**src/rtl/car_scheduler.sv**
```systemverilog
// Elevator car controller: SCAN scheduling over latched in-car and hall requests,
// door timing, one-cycle clear pulses for served latches, and emergency stop freeze.
module car_scheduler #(
    parameter int BUTTONS_WIDTH    = 8,
    parameter int TRAVEL_CYCLES    = 4,
    parameter int DOOR_OPEN_CYCLES = 6
) (
    input  logic                     clk,
    input  logic                     an_reset,
    input  logic [BUTTONS_WIDTH-1:0] active_in_levels,
    input  logic [BUTTONS_WIDTH-2:0] active_out_up_levels,
    input  logic [BUTTONS_WIDTH-1:1] active_out_down_levels,
    input  logic                     emergency_stop,
    output logic [BUTTONS_WIDTH-1:0] inactivate_in_levels,
    output logic [BUTTONS_WIDTH-2:0] inactivate_out_up_levels,
    output logic [BUTTONS_WIDTH-1:1] inactivate_out_down_levels,
    output logic                     buttons_block,
    output logic [3:0]               current_floor,
    output logic                     direction,
    output logic                     moving,
    output logic                     door_open
);
    localparam int          W           = BUTTONS_WIDTH;
    localparam logic [15:0] TRAVEL_LOAD = 16'(TRAVEL_CYCLES - 1);
    localparam logic [15:0] DOOR_LOAD   = 16'(DOOR_OPEN_CYCLES - 1);
    localparam logic [3:0]  TOP_FLOOR   = 4'(W - 1);

    typedef enum logic [1:0] {S_IDLE, S_MOVING, S_DOOR_OPEN, S_STOPPED} state_t;

    state_t       r_state, r_saved, w_state_nxt, w_saved_nxt;
    logic [3:0]   r_floor, w_floor_nxt;
    logic         r_dir, w_dir_nxt;
    logic [15:0]  r_tcnt, w_tcnt_nxt, r_dcnt, w_dcnt_nxt;
    logic         r_moving, w_moving_nxt, r_door, w_door_nxt, r_block, w_block_nxt;
    logic [W-1:0] r_clr_in, w_clr_in_nxt;
    logic [W-2:0] r_clr_up, w_clr_up_nxt;
    logic [W-1:1] r_clr_dn, w_clr_dn_nxt;

    function automatic logic [W-1:0] f_onehot(input logic [3:0] f);
        f_onehot = '0;
        for (int unsigned i = 0; i < W; i++)
            if (4'(i) == f) f_onehot[i] = 1'b1;
    endfunction

    function automatic logic f_beyond(input logic [W-1:0] req, input logic [3:0] f, input logic up);
        f_beyond = 1'b0;
        for (int unsigned i = 0; i < W; i++) begin
            if (up && (4'(i) > f) && req[i]) f_beyond = 1'b1;
            if (!up && (4'(i) < f) && req[i]) f_beyond = 1'b1;
        end
    endfunction

    function automatic logic f_hall(input logic [W-2:0] up_v, input logic [W-1:1] dn_v,
                                    input logic [W-1:0] oh, input logic d);
        f_hall = d ? |(up_v & oh[W-2:0]) : |(dn_v & oh[W-1:1]);
    endfunction

    // A request whose clear pulse is in flight counts as already served.
    logic [W-1:0] w_in, w_req, w_oh_cur, w_oh_step, w_p_oh;
    logic [W-2:0] w_up;
    logic [W-1:1] w_dn;
    logic [3:0]   w_step;
    logic w_here, w_above, w_below, w_go_up, w_go_dn;
    logic w_in_cur, w_hd_cur, w_ho_cur, w_idle_dir, w_door_hit;
    logic w_in_step, w_hd_step, w_beyond_step, w_stop, w_arr_dir;
    logic w_p_en, w_p_dir;

    assign w_in       = active_in_levels & ~r_clr_in;
    assign w_up       = active_out_up_levels & ~r_clr_up;
    assign w_dn       = active_out_down_levels & ~r_clr_dn;
    assign w_req      = w_in | {1'b0, w_up} | {w_dn, 1'b0};
    assign w_oh_cur   = f_onehot(r_floor);
    assign w_here     = |(w_req & w_oh_cur);
    assign w_above    = f_beyond(w_req, r_floor, 1'b1);
    assign w_below    = f_beyond(w_req, r_floor, 1'b0);
    assign w_go_up    = w_above && (r_dir || !w_below);
    assign w_go_dn    = !w_go_up && w_below;
    assign w_in_cur   = |(w_in & w_oh_cur);
    assign w_hd_cur   = f_hall(w_up, w_dn, w_oh_cur, r_dir);
    assign w_ho_cur   = f_hall(w_up, w_dn, w_oh_cur, ~r_dir);
    assign w_idle_dir = (w_in_cur || w_hd_cur || !w_ho_cur) ? r_dir : ~r_dir;
    assign w_door_hit = w_in_cur || w_hd_cur;

    assign w_step        = r_dir ? ((r_floor == TOP_FLOOR) ? r_floor : r_floor + 4'd1)
                                 : ((r_floor == 4'd0) ? r_floor : r_floor - 4'd1);
    assign w_oh_step     = f_onehot(w_step);
    assign w_in_step     = |(w_in & w_oh_step);
    assign w_hd_step     = f_hall(w_up, w_dn, w_oh_step, r_dir);
    assign w_beyond_step = f_beyond(w_req, w_step, r_dir);
    assign w_stop        = w_in_step || w_hd_step || !w_beyond_step;
    // Reverse only when nothing is ahead and no same-direction hall call holds us here.
    assign w_arr_dir     = (w_step == TOP_FLOOR) ? 1'b0 :
                           (w_step == 4'd0) ? 1'b1 :
                           (!w_beyond_step && !w_hd_step) ? ~r_dir : r_dir;

    always_ff @(posedge clk) begin
        if (!an_reset) begin
            r_state  <= S_IDLE;
            r_saved  <= S_IDLE;
            r_floor  <= '0;
            r_dir    <= 1'b1;
            r_tcnt   <= '0;
            r_dcnt   <= '0;
            r_moving <= 1'b0;
            r_door   <= 1'b0;
            r_block  <= 1'b0;
            r_clr_in <= '0;
            r_clr_up <= '0;
            r_clr_dn <= '0;
        end else begin
            r_state  <= w_state_nxt;
            r_saved  <= w_saved_nxt;
            r_floor  <= w_floor_nxt;
            r_dir    <= w_dir_nxt;
            r_tcnt   <= w_tcnt_nxt;
            r_dcnt   <= w_dcnt_nxt;
            r_moving <= w_moving_nxt;
            r_door   <= w_door_nxt;
            r_block  <= w_block_nxt;
            r_clr_in <= w_clr_in_nxt;
            r_clr_up <= w_clr_up_nxt;
            r_clr_dn <= w_clr_dn_nxt;
        end
    end

    always_comb begin
        w_state_nxt = r_state;
        w_saved_nxt = r_saved;
        if (emergency_stop) begin
            w_state_nxt = S_STOPPED;
            if (r_state != S_STOPPED) w_saved_nxt = r_state;
        end else begin
            case (r_state)
                S_IDLE: begin
                    if (w_here)                   w_state_nxt = S_DOOR_OPEN;
                    else if (w_go_up || w_go_dn)  w_state_nxt = S_MOVING;
                end
                S_MOVING:    if (r_tcnt == '0 && w_stop) w_state_nxt = S_DOOR_OPEN;
                S_DOOR_OPEN: if (!w_door_hit && r_dcnt == '0) w_state_nxt = S_IDLE;
                S_STOPPED:   w_state_nxt = r_saved;
                default:     w_state_nxt = S_IDLE;
            endcase
        end
    end

    always_comb begin
        w_floor_nxt  = r_floor;
        w_dir_nxt    = r_dir;
        w_tcnt_nxt   = r_tcnt;
        w_dcnt_nxt   = r_dcnt;
        w_block_nxt  = 1'b0;
        w_moving_nxt = (w_state_nxt == S_MOVING);
        w_door_nxt   = (w_state_nxt == S_DOOR_OPEN);
        w_p_en       = 1'b0;
        w_p_oh       = w_oh_cur;
        w_p_dir      = r_dir;
        w_clr_in_nxt = '0;
        w_clr_up_nxt = '0;
        w_clr_dn_nxt = '0;
        if (emergency_stop) begin
            w_block_nxt  = 1'b1;
            w_moving_nxt = 1'b0;
            w_door_nxt   = r_door;
        end else begin
            case (r_state)
                S_IDLE: begin
                    if (w_here) begin
                        w_dir_nxt  = w_idle_dir;
                        w_dcnt_nxt = DOOR_LOAD;
                        w_p_en     = 1'b1;
                        w_p_dir    = w_idle_dir;
                    end else if (w_go_up) begin
                        w_dir_nxt  = 1'b1;
                        w_tcnt_nxt = TRAVEL_LOAD;
                    end else if (w_go_dn) begin
                        w_dir_nxt  = 1'b0;
                        w_tcnt_nxt = TRAVEL_LOAD;
                    end
                end
                S_MOVING: begin
                    if (r_tcnt == '0) begin
                        w_floor_nxt = w_step;
                        if (w_stop) begin
                            w_dir_nxt  = w_arr_dir;
                            w_dcnt_nxt = DOOR_LOAD;
                            w_p_en     = 1'b1;
                            w_p_oh     = w_oh_step;
                            w_p_dir    = w_arr_dir;
                        end else begin
                            w_tcnt_nxt = TRAVEL_LOAD;
                        end
                    end else begin
                        w_tcnt_nxt = r_tcnt - 16'd1;
                    end
                end
                S_DOOR_OPEN: begin
                    if (w_door_hit) begin
                        w_dcnt_nxt = DOOR_LOAD;
                        w_p_en     = 1'b1;
                    end else if (r_dcnt != '0) begin
                        w_dcnt_nxt = r_dcnt - 16'd1;
                    end
                end
                S_STOPPED: begin
                    if (r_saved == S_MOVING)    w_tcnt_nxt = TRAVEL_LOAD;
                    if (r_saved == S_DOOR_OPEN) w_dcnt_nxt = DOOR_LOAD;
                end
                default: ;
            endcase
        end
        if (w_p_en) begin
            w_clr_in_nxt = w_in & w_p_oh;
            w_clr_up_nxt = w_p_dir ? (w_up & w_p_oh[W-2:0]) : '0;
            w_clr_dn_nxt = w_p_dir ? '0 : (w_dn & w_p_oh[W-1:1]);
        end
    end

    assign inactivate_in_levels       = r_clr_in;
    assign inactivate_out_up_levels   = r_clr_up;
    assign inactivate_out_down_levels = r_clr_dn;
    assign buttons_block              = r_block;
    assign current_floor              = r_floor;
    assign direction                  = r_dir;
    assign moving                     = r_moving;
    assign door_open                  = r_door;
endmodule
```
**config.mk**
```make
export PLATFORM = sky130hd
export DESIGN_NAME = car_scheduler
export DESIGN_NICKNAME = d
export VERILOG_FILES = /design/src/rtl/car_scheduler.sv
export SDC_FILE = /design/constraint.sdc
export NUM_CORES = 1
export LEC_CHECK = 0
export BUFFER_PORTS_ARGS = -buffer_cell sky130_fd_sc_hd__buf_2
export CORE_AREA = 2 2 150 108
export CTS_CLUSTER_SIZE = 30
export DETAILED_ROUTE_END_ITERATION = 6
export DIE_AREA = 0 0 152 110
export SYNTH_ARGS = -nofsm -noshare
export SYNTH_HDL_FRONTEND = slang
export SYNTH_SLANG_ARGS = --single-unit
```
**constraint.sdc**
```tcl
create_clock -name clk -period 3.2 [get_ports clk]
set_input_delay 0.32 -clock clk [delete_from_list [all_inputs] [get_ports clk]]
set_output_delay 0.32 -clock clk [all_outputs]
set_load 0.005 [all_outputs]
```
==> results by group, run 1 <==
STA
  • # setup viols final: 5
  • Post-Route Skew: 0.00890 ns
  • RSZ-0062 raised after global routing: true
  • Final min period: 3.23 ns
  • Max-slew headroom: 53.1%
  • Final Max Slew Viols: 0
  • Period utilization: 101%
  • Final-report hold violation count: 0
  • Hold slack: around 0.32 ns
  • Aggregate negative setup slack: -0.0664 ns
  • Maximum clock rate: 0.310 GHz
  • Worst-Margin Slew: around 0.70 ns
  • Final setup margin: -0.0276 ns

Cells and area
  • Final cell count without fillers: 1006
  • N_diodes: 0
  • Share of post-route cells with drive strength above 1: 41.4%
  • Sequential cell area: 1330 um^2
  • Fillcell total: 1481
  • P&R area growth vs syn: 41.9%
  • Multi-input gate area in the final layout: just over 4000 um^2
  • Final net count: 833

Synth
  • Leading area contributor after synthesis: dfxtp_1
  • Number of enable flip-flop cells after synthesis: 0
  • Syn Nets: 663
  • Ys Warns: 0
  • Synth Flop Type: dfxtp_1
  • Synth Register Bits: 66
  • Yosys top cell area share: 25.2%
  • Area contributors post-synth: dfxtp_1, a21oi_1, nand2b_1
  • Top-count cell post-synth: dfxtp_1
  • Netlist cell types: 104
  • Async set-reset flop share out of synthesis: 0%
  • Synthesized area per cell: 8.28 um^2
  • Post-synthesis instance total: between 600 and 700
  • Synth top cells by count: dfxtp_1, a21oi_1, nor2_1
  • Seq/Total Area, Yosys: approximately a quarter
  • Synthesized area: around 5200 um^2

Pwr
  • Leakage: 0.00302 uW
  • Max VDD drop: 0.256 mV
  • Pwr Total: 4570 uW
  • Pwr per Cell Area: around 600 nW/um^2

Routing
  • Routed WL: 20800 um
  • Via/cell ratio: 6.02
  • Remaining DRCs: 0
  • ANT nets after route: 0
  • WL per Instance: 20.6 um
  • Pre-Repair DR Iteration Count: 6
  • Initial DRC count: 636
  • Vias: 6054

Critical path
  • Crit path max fanout: 14
  • FF-to-FF Start: current_floor[1]
  • Crit Path Class: reg -> reg
  • WP data arrival: 3.50 ns
  • Nature of the critical path startpoint: register
  • Critical Path Source: current_floor[1]
  • Worst Path Required: 3.47 ns
  • Critical Path Sink Type: register

Global routing
  • Antenna violations before repair: 0
  • Total GRT Usage: 24.3%
  • First-pass GRT wire length: 31800 um
  • Vias in the first global route: 5704
  • Gr ovfl total: 0
  • Largest net degree at the start of global routing: 37

Place
  • Place WS: -0.351 ns
  • Gpl congestion: 1.03
  • DP Wirelength: 15600 um
  • Buffers on Ports: 54
  • Cells after DPL: 968

Outcome
  • Status: complete, but fails checks
  • Failing checks: setup timing

Floorplanning
  • Die area: 16700 um^2
  • Initial Util: 34.3%
  • Row Count: 38
  • Io pins: 55
  • Die width: 152 um
  • Die Y: 110 um
  • CORE AREA: 15300 um^2

Clock tree
  • Clock Tree Root: clkbuf_16
  • Clock latency at the later pin of the worst-skew pair: 0.35 ns
  • Cts hold-fix bufs: 0
  • # H-tree levels: 3
  • CTS tree: done
  • Clock-pin transition on the worst setup and hold timing paths: approximately 0.05 ns
  • CTS Buffer Depth: 2
  • Clock sink total: 66
  • TritonCTS buffer count: 9

Hold path
  • Worst Hold Class: in -> reg
  • Hold Startpoint: active_in_levels[5]

Job
  • Max_cap viols: 0
==> final timing paths <==
| kind | slack, ns | cells past startpoint | end |
|---|---|---|---|
| worst max register to register | -0.03 | 13 | r_dcnt[8] |
| worst min-delay path | 0.32 | 3 | inactivate_in_levels[5] |
| worst max-delay path | -0.03 | 13 | r_dcnt[8] |
| worst min register to register | 0.47 | 2 | door_open |
==> power by group <==
part           leakage (uW)  internal, uW  switching (uW)  total [uW]
registers          0.000537           917             105        1020
clock network      0.000138           558             369         927
logic               0.00234          1170            1450        2620
total               0.00302          2650            1920        4570
==> critical path: stages (launching register included) <==
cell and delay [ns]:
dfxtp_2 0.32, inv_2 0.07, buf_4 0.15, ha_1 0.17
or3b_1 0.53, o22ai_2 0.29, nor4_2 0.09, o2111ai_2 0.29
nor2_2 0.07, a21o_1 0.18, a21o_1 0.17, buf_4 0.18
or4_1 0.50, a21oi_2 0.14
==> final cells by class <==
type,instances,share of cell area (%)
multi-input combinational,515,54.8
clock inverter,3,0.202
sequential,66,17.8
tap,200,3.37
inverter,12,0.606
timing repair buffer,198,19.8
clock buffer,12,3.45
==> kinds of logic after synthesis <==
kind of cell,share of synthesized area (%)
and+or+nand+nor,34.0
AOI/OAI and AO/OA,30.6
DFF,25.2
buffers and inverters,5.43
muxes,3.18
adders and majority gates,1.63
==> timing repair <==
| item | 4_1_cts | 5_1_grt |
|---|---|---|
| endpoints found under the hold margin | 0 | 0 |
| setup endpoints to repair | 59 | 59 |
| pin swaps | 15 | 32 |
| gates cloned | 0 | 1 |
| buffers inserted | 9 | 13 |
| resized for setup | 35 | 55 |
==> per-layer routing <==
metal	vias up	part of all wire [%]	GRT usage, %
met1	2978	48	35.0
met5	-	0	0
met3	26	9.4	7.19
met4	0	1.3	6.21
met2	244	41	35.2
li1	2806	-	-
==> flip-flops by register name, indices dropped and copies added, names as in the netlist <==
name	cells
r_dcnt	16
r_tcnt	16
inactivate_in_levels	8
inactivate_out_down_levels	7
inactivate_out_up_levels	7
current_floor	4
r_saved	2
r_state	2
buttons_block	1
direction	1
door_open	1
moving	1
==> placed cells by master (no fill, tap or decap), drive strengths merged, types with 7 or more instances in the layout <==
| cell | count |
|---|---|
| buf | 198 |
| dfxtp | 66 |
| a21oi | 60 |
| nor2 | 43 |
| nand2 | 38 |
| nor3 | 38 |
| o21ai | 33 |
| nand2b | 29 |
| nand3 | 18 |
| or3 | 17 |
| nor4 | 17 |
| o22ai | 16 |
| a211oi | 15 |
| clkbuf | 12 |
| mux2i | 11 |
| and3 | 11 |
| inv | 11 |
| o31ai | 10 |
| a31oi | 10 |
| nand4 | 9 |
| or4 | 9 |
| nor4b | 9 |
| nand3b | 7 |
| a21o | 7 |
| or3b | 7 |
==> per-stage QoR <==
stage	utilization (%)	area, um^2
after floorplan	-	5270
after CTS	46.1	7030
after detailed placement	42.8	6530
final	48.7	7430
after global routing	48.7	7430
after global placement	42.8	6530
Note: power is estimated with default switching activity, not from simulation.
==> inputs of run 2 (changes only) <==
--- a/config.mk
+++ b/config.mk
@@ -10,6 +10,7 @@
 export CTS_CLUSTER_SIZE = 30
 export DETAILED_ROUTE_END_ITERATION = 6
 export DIE_AREA = 0 0 152 110
+export SKIP_CTS_REPAIR_TIMING = 1
 export SYNTH_ARGS = -nofsm -noshare
 export SYNTH_HDL_FRONTEND = slang
 export SYNTH_SLANG_ARGS = --single-unit
==> constraint.sdc (replaced) <==
create_clock -name clk -period 3.18 [get_ports clk]
set_input_delay 0.318 -clock clk [delete_from_list [all_inputs] [get_ports clk]]
set_output_delay 0.318 -clock clk [all_outputs]
set_load 0.005 [all_outputs]
==> results by group, run 2 (synthesis gave the netlist of run 1 again) <==
Outcome
  • Status: complete, but fails checks
  • Failing checks: setup timing

Routing
  • Pre-Repair DR Iteration Count: 6
  • Vias: 6009
  • Routed WL: just over 20000 um
  • Remaining DRCs: 0
  • Initial DRC count: 668
  • ANT nets after route: 0
  • WL per Instance: 20.5 um
  • Via/cell ratio: approximately 6

Critical path
  • Critical Path Source: current_floor[1]
  • Worst Path Required: 3.44 ns
  • Critical Path Sink Type: register
  • Crit path max fanout: 8
  • Most frequent CP cell: buf_4
  • FF-to-FF Start: current_floor[1]
  • Slowest stage cell on the critical path: nand4_1
  • WP data arrival: 3.56 ns
  • Worst path max stage delay: 0.35 ns
  • Crit-path cells: buf_4 > buf_6 > nand3b_1 > buf_4 > nand4_1 > buf_4 > a21oi_2 > o311ai_1 > o211ai_1 > buf_4 > o21ai_4 > a31oi_4 > buf_12 > mux2_4 > nor4b_2
  • Nature of the critical path startpoint: register
  • Crit Path Class: reg -> reg

STA
  • Hold slack: 0.290 ns
  • Worst-Margin Slew: 0.653 ns
  • Period utilization: 104%
  • Post-Route Skew: 0.0102 ns
  • Final Max Slew Viols: 0
  • Final min period: around 3.3 ns
  • # setup viols final: 35
  • RSZ-0062 raised after global routing: true
  • Maximum clock rate: 0.304 GHz
  • Max-slew headroom: ~56%
  • Final-report hold violation count: 0
  • Final setup margin: -0.115 ns

Global routing
  • Vias in the first global route: around 5.4k
  • First-pass GRT wire length: 30500 um
  • Largest net degree at the start of global routing: 36
  • Total GRT Usage: about a quarter
  • Antenna violations before repair: 0
  • Gr ovfl total: 0

Clock tree
  • TritonCTS buffer count: 9
  • Clock sink total: 66
  • Clock-pin transition on the worst setup and hold timing paths: 0.06 ns
  • CTS tree: done
  • # H-tree levels: 3
  • Clock Tree Root: clkbuf_16
  • Clock latency at the later pin of the worst-skew pair: between 0.3 and 0.4 ns
  • CTS Buffer Depth: 2

Job
  • Max_cap viols: 0

Cells and area
  • Share of post-route cells with drive strength above 1: between 40% and 50%
  • Most frequent cells in the layout: buf_4, dfxtp_1, buf_2
  • N_diodes: 0
  • P&R area growth vs syn: 44.6%
  • Fillcell total: roughly 1.4k
  • Sequential cell area: around 1300 um^2
  • Final net count: around 830
  • Final Cell Area: 7570 um^2
  • Multi-input gate area in the final layout: 4140 um^2
  • Commonest non-fill, non-tap cell in the layout: buf_4

Floorplanning
  • Die Y: 110 um
  • Die area: 16700 um^2
  • CORE AREA: 15300 um^2
  • Initial Util: 34.3%
  • Io pins: 55
  • Row Count: 38
  • Die width: about 150 um

Place
  • Gpl congestion: 1.05
  • Placed inst area: 6540 um^2
  • DP Wirelength: 15300 um
  • Buffers on Ports: 54

Pwr
  • Pwr Total: 4750 uW
  • Pwr per Cell Area: 628 nW/um^2
  • Leakage: around 0.003 uW
  • Max VDD drop: 0.283 mV

Hold path
  • Hold Startpoint: active_in_levels[5]
  • Worst Hold Class: in -> reg
run 2: power breakdown:
| part | switching [uW] | total (uW) | internal [uW] | leakage (uW) |
|---|---|---|---|---|
| Combinational | 1470 | 2680 | 1210 | 0.00238 |
| Clock | 397 | 1050 | 649 | 0.000145 |
| Sequential | 101 | 1020 | 922 | 0.000537 |
run 2: worst paths after layout:
kind | to | depth (start not counted) | slack (ns)
min | inactivate_in_levels[5] | 3 | 0.29
max | inactivate_out_up_levels[6] | 15 | -0.11
max reg2reg | inactivate_out_up_levels[6] | 15 | -0.11
min reg2reg | door_open | 2 | 0.47
run 2: layout make-up:
cell class | instances | share of cell area (%)
sequential | 66 | 17.5
timing repair buffer | 197 | 19.9
inverter | 12 | 0.595
clock inverter | 4 | 0.661
tap | 200 | 3.31
multi-input combinational | 515 | 54.7
clock buffer | 12 | 3.39
run 2: worst max-delay path, delay by kind of cell, from the launching register on:
family / cells / cell delay, ns
compound gates: 5 / 0.76
buf+inv: 6 / 1.09
flops: 1 / 0.32
mux: 1 / 0.34
simple gates: 3 / 0.70
run 2: through the flow:
stage	TNS [ns]	std cells	utilization, %	setup slack (ns)
finish	-1.79	1006	49.6	-0.115
global route	-4.64	1006	49.6	-0.167
floorplan	-0.0257	632	-	-0.0257
detailed placement	-5.94	971	42.8	-0.268
CTS	-7.37	987	44.8	-0.282
global placement	-3.90	971	42.8	-0.217
run 2: layer usage:
metal | up-vias | part of all wire (%) | track usage, %
li1 | 2796 | - | -
met1 | 2950 | 50 | 35.5
met2 | 249 | 41 | 32.8
met3 | 14 | 9.1 | 6.37
met4 | 0 | 0.76 | 5.27
met5 | - | 0 | 0
==> inputs of run 3 (changes only) <==
--- a/config.mk
+++ b/config.mk
@@ -7,6 +7,8 @@
 export LEC_CHECK = 0
 export BUFFER_PORTS_ARGS = -buffer_cell sky130_fd_sc_hd__buf_2
 export CORE_AREA = 2 2 150 108
+export CTS_BUF_LIST = sky130_fd_sc_hd__clkbuf_8
+export CTS_CLUSTER_DIAMETER = 100
 export CTS_CLUSTER_SIZE = 30
 export DETAILED_ROUTE_END_ITERATION = 6
 export DIE_AREA = 0 0 152 110
==> constraint.sdc (replaced) <==
create_clock -name clk -period 2.8 [get_ports clk]
set_input_delay 0.28 -clock clk [delete_from_list [all_inputs] [get_ports clk]]
set_output_delay 0.28 -clock clk [all_outputs]
set_load 0.005 [all_outputs]
==> results by group, run 3 (synthesis gave the netlist of run 1 again) <==
Routing
  • Initial DRC count: about 530
  • Pre-Repair DR Iteration Count: 5
  • WL per Instance: 19.8 um
  • Remaining DRCs: 0
  • Via/cell ratio: between 5 and 6
  • ANT nets after route: 0
  • Routed WL: 21300 um
  • Vias: 6181

Critical path
  • Worst path max stage delay: just under 0.4 ns
  • R2R Setup Slk: -0.50 ns
  • Critical Path Sink Type: register
  • Worst Path Required: 3.09 ns
  • WP data arrival: 3.58 ns
  • Crit path max fanout: 7
  • Crit Path Class: reg -> reg
  • R2r endpoint: inactivate_out_down_levels[7]
  • FF-to-FF Start: current_floor[0]
  • Reg2reg path depth: 14
  • Crit-path cells: inv_8 > ha_4 > or3b_1 > buf_6 > buf_6 > o221ai_4 > nand3_4 > o31ai_4 > buf_4 > o21a_1 > o41a_1 > nand3_4 > buf_4 > nor4_4
  • Nature of the critical path startpoint: register
  • Slowest stage cell on the critical path: dfxtp_4

STA
  • Aggregate negative setup slack: -20.11 ns
  • RSZ-0062 raised after global routing: true
  • Max-slew headroom: 57.4%
  • Final setup margin: -0.497 ns
  • # setup viols final: 59
  • Worst-Margin Slew: 0.639 ns
  • Period utilization: 118%
  • Hold slack: approximately 0.27 ns
  • Post-Route Skew: around 0.010 ns
  • Final-report hold violation count: 0
  • Final min period: 3.30 ns
  • Final Max Slew Viols: 0
  • Maximum clock rate: 0.303 GHz

Cells and area
  • Core Util, Final: 52.5%
  • Commonest non-fill, non-tap cell in the layout: buf_4
  • Final Cell Area: approximately 8000 um^2
  • N_diodes: 0
  • Sequential cell area: 1330 um^2
  • Fillcell total: 1406
  • Final net count: 903
  • Most frequent cells in the layout: buf_4, dfxtp_1, buf_2
  • Multi-input gate area in the final layout: 4180 um^2
  • P&R area growth vs syn: 53.0%
  • Share of post-route cells with drive strength above 1: 46.4%

Floorplanning
  • CORE AREA: 15300 um^2
  • Io pins: 55
  • Die Y: 110 um
  • Initial Util: 34.3%
  • Die area: 16700 um^2
  • Die width: 152 um
  • Row Count: 38

Clock tree
  • # H-tree levels: 3
  • Clock sink total: between 60 and 70
  • CTS tree: done
  • Clock Tree Root: clkbuf_8
  • TritonCTS buffer count: 9
  • Clock latency at the later pin of the worst-skew pair: 0.37 ns
  • Clock-pin transition on the worst setup and hold timing paths: 0.07 ns
  • CTS Buffer Depth: 2

Global routing
  • First-pass GRT wire length: approximately 31000 um
  • Antenna violations before repair: 0
  • Vias in the first global route: between 5k and 6k
  • Largest net degree at the start of global routing: 36
  • Total GRT Usage: 24.2%
  • Gr ovfl total: 0

Place
  • Buffers on Ports: 54
  • DP Wirelength: 16300 um
  • Gpl congestion: 0.949
  • Placed inst area: 7180 um^2

Job
  • Max_cap viols: 0

Pwr
  • Sw frac: 42.2%
  • Max VDD drop: about 0.3 mV
  • Sequential share of power: 22.2%
  • Leakage: between 0.003 and 0.004 uW
  • Psw: ~2200 uW
  • Pwr per Cell Area: 653 nW/um^2
  • Combinational fraction of design power: around three fifths
  • Pwr Total: between 5000 and 6000 uW
  • Pint: 3020 uW
  • Clock power frac: between 15 and 20%

Hold path
  • Hold Path End: inactivate_in_levels[5]
  • Hold Startpoint: active_in_levels[5]
  • Hold path depth: 3
  • Worst Hold Class: in -> reg

Outcome
  • Failing checks: setup timing
  • Status: complete, but fails checks
## run 3: cell type report
cell class	count	share of cell area (%)
Multi-Input combinational cell	516	52.1
Tap cell	200	3.12
Clock inverter	5	0.672
Clock buffer	11	1.89
Sequential cell	66	16.6
Timing Repair Buffer	267	24.8
Inverter	12	0.719
## run 3: how the worst max path moves through the flow
stage	start	end	slack (ns)	cells after the start
final	current_floor[0]	inactivate_out_down_levels[7]	-0.50	14
after detailed placement	current_floor[2]	inactivate_out_down_levels[4]	-0.69	11
after global routing	current_floor[0]	inactivate_out_down_levels[7]	-0.59	14
after global placement	current_floor[2]	inactivate_out_down_levels[4]	-0.62	11
after floorplan	current_floor[0]	inactivate_out_up_levels[6]	-0.27	13
after CTS	current_floor[2]	inactivate_out_down_levels[4]	-0.73	11
## run 3: stage by stage
step | worst slack (ns) | cells
after floorplan | -0.267 | 632
after global placement | -0.615 | 1039
after detailed placement | -0.689 | 1039
after CTS | -0.735 | 1055
after global routing | -0.591 | 1077
final | -0.497 | 1077
## run 3: power by group through the flow
stage          combinational [uW]  clock [uW]  sequential [uW]
5_1_grt                      3440         896             1180
3_3_place_gp                 2730           0             1170
3_5_place_dp                 2790           0             1180
6_report                     3230         841             1160
4_1_cts                      2810         867             1160
2_1_floorplan                1770           0             1130
## run 3: worst max-delay path: cells and delay by family (launching register included)
kind | cells | cell delay [ns]
buffers and inverters | 5 | 0.73
and+or+nand+nor | 4 | 0.87
AOI/OAI and AO/OA | 4 | 1.09
adders and majority gates | 1 | 0.13
DFF | 1 | 0.39
## run 3: metal layers
| layer | part of all wire, % | track usage (%) | vias up |
|---|---|---|---|
| li1 | - | - | 2948 |
| met1 | 50 | 36.4 | 2955 |
| met2 | 40 | 34.2 | 250 |
| met3 | 8.5 | 5.94 | 28 |
| met4 | 1.5 | 5.54 | 0 |
| met5 | 0 | 0 | - |
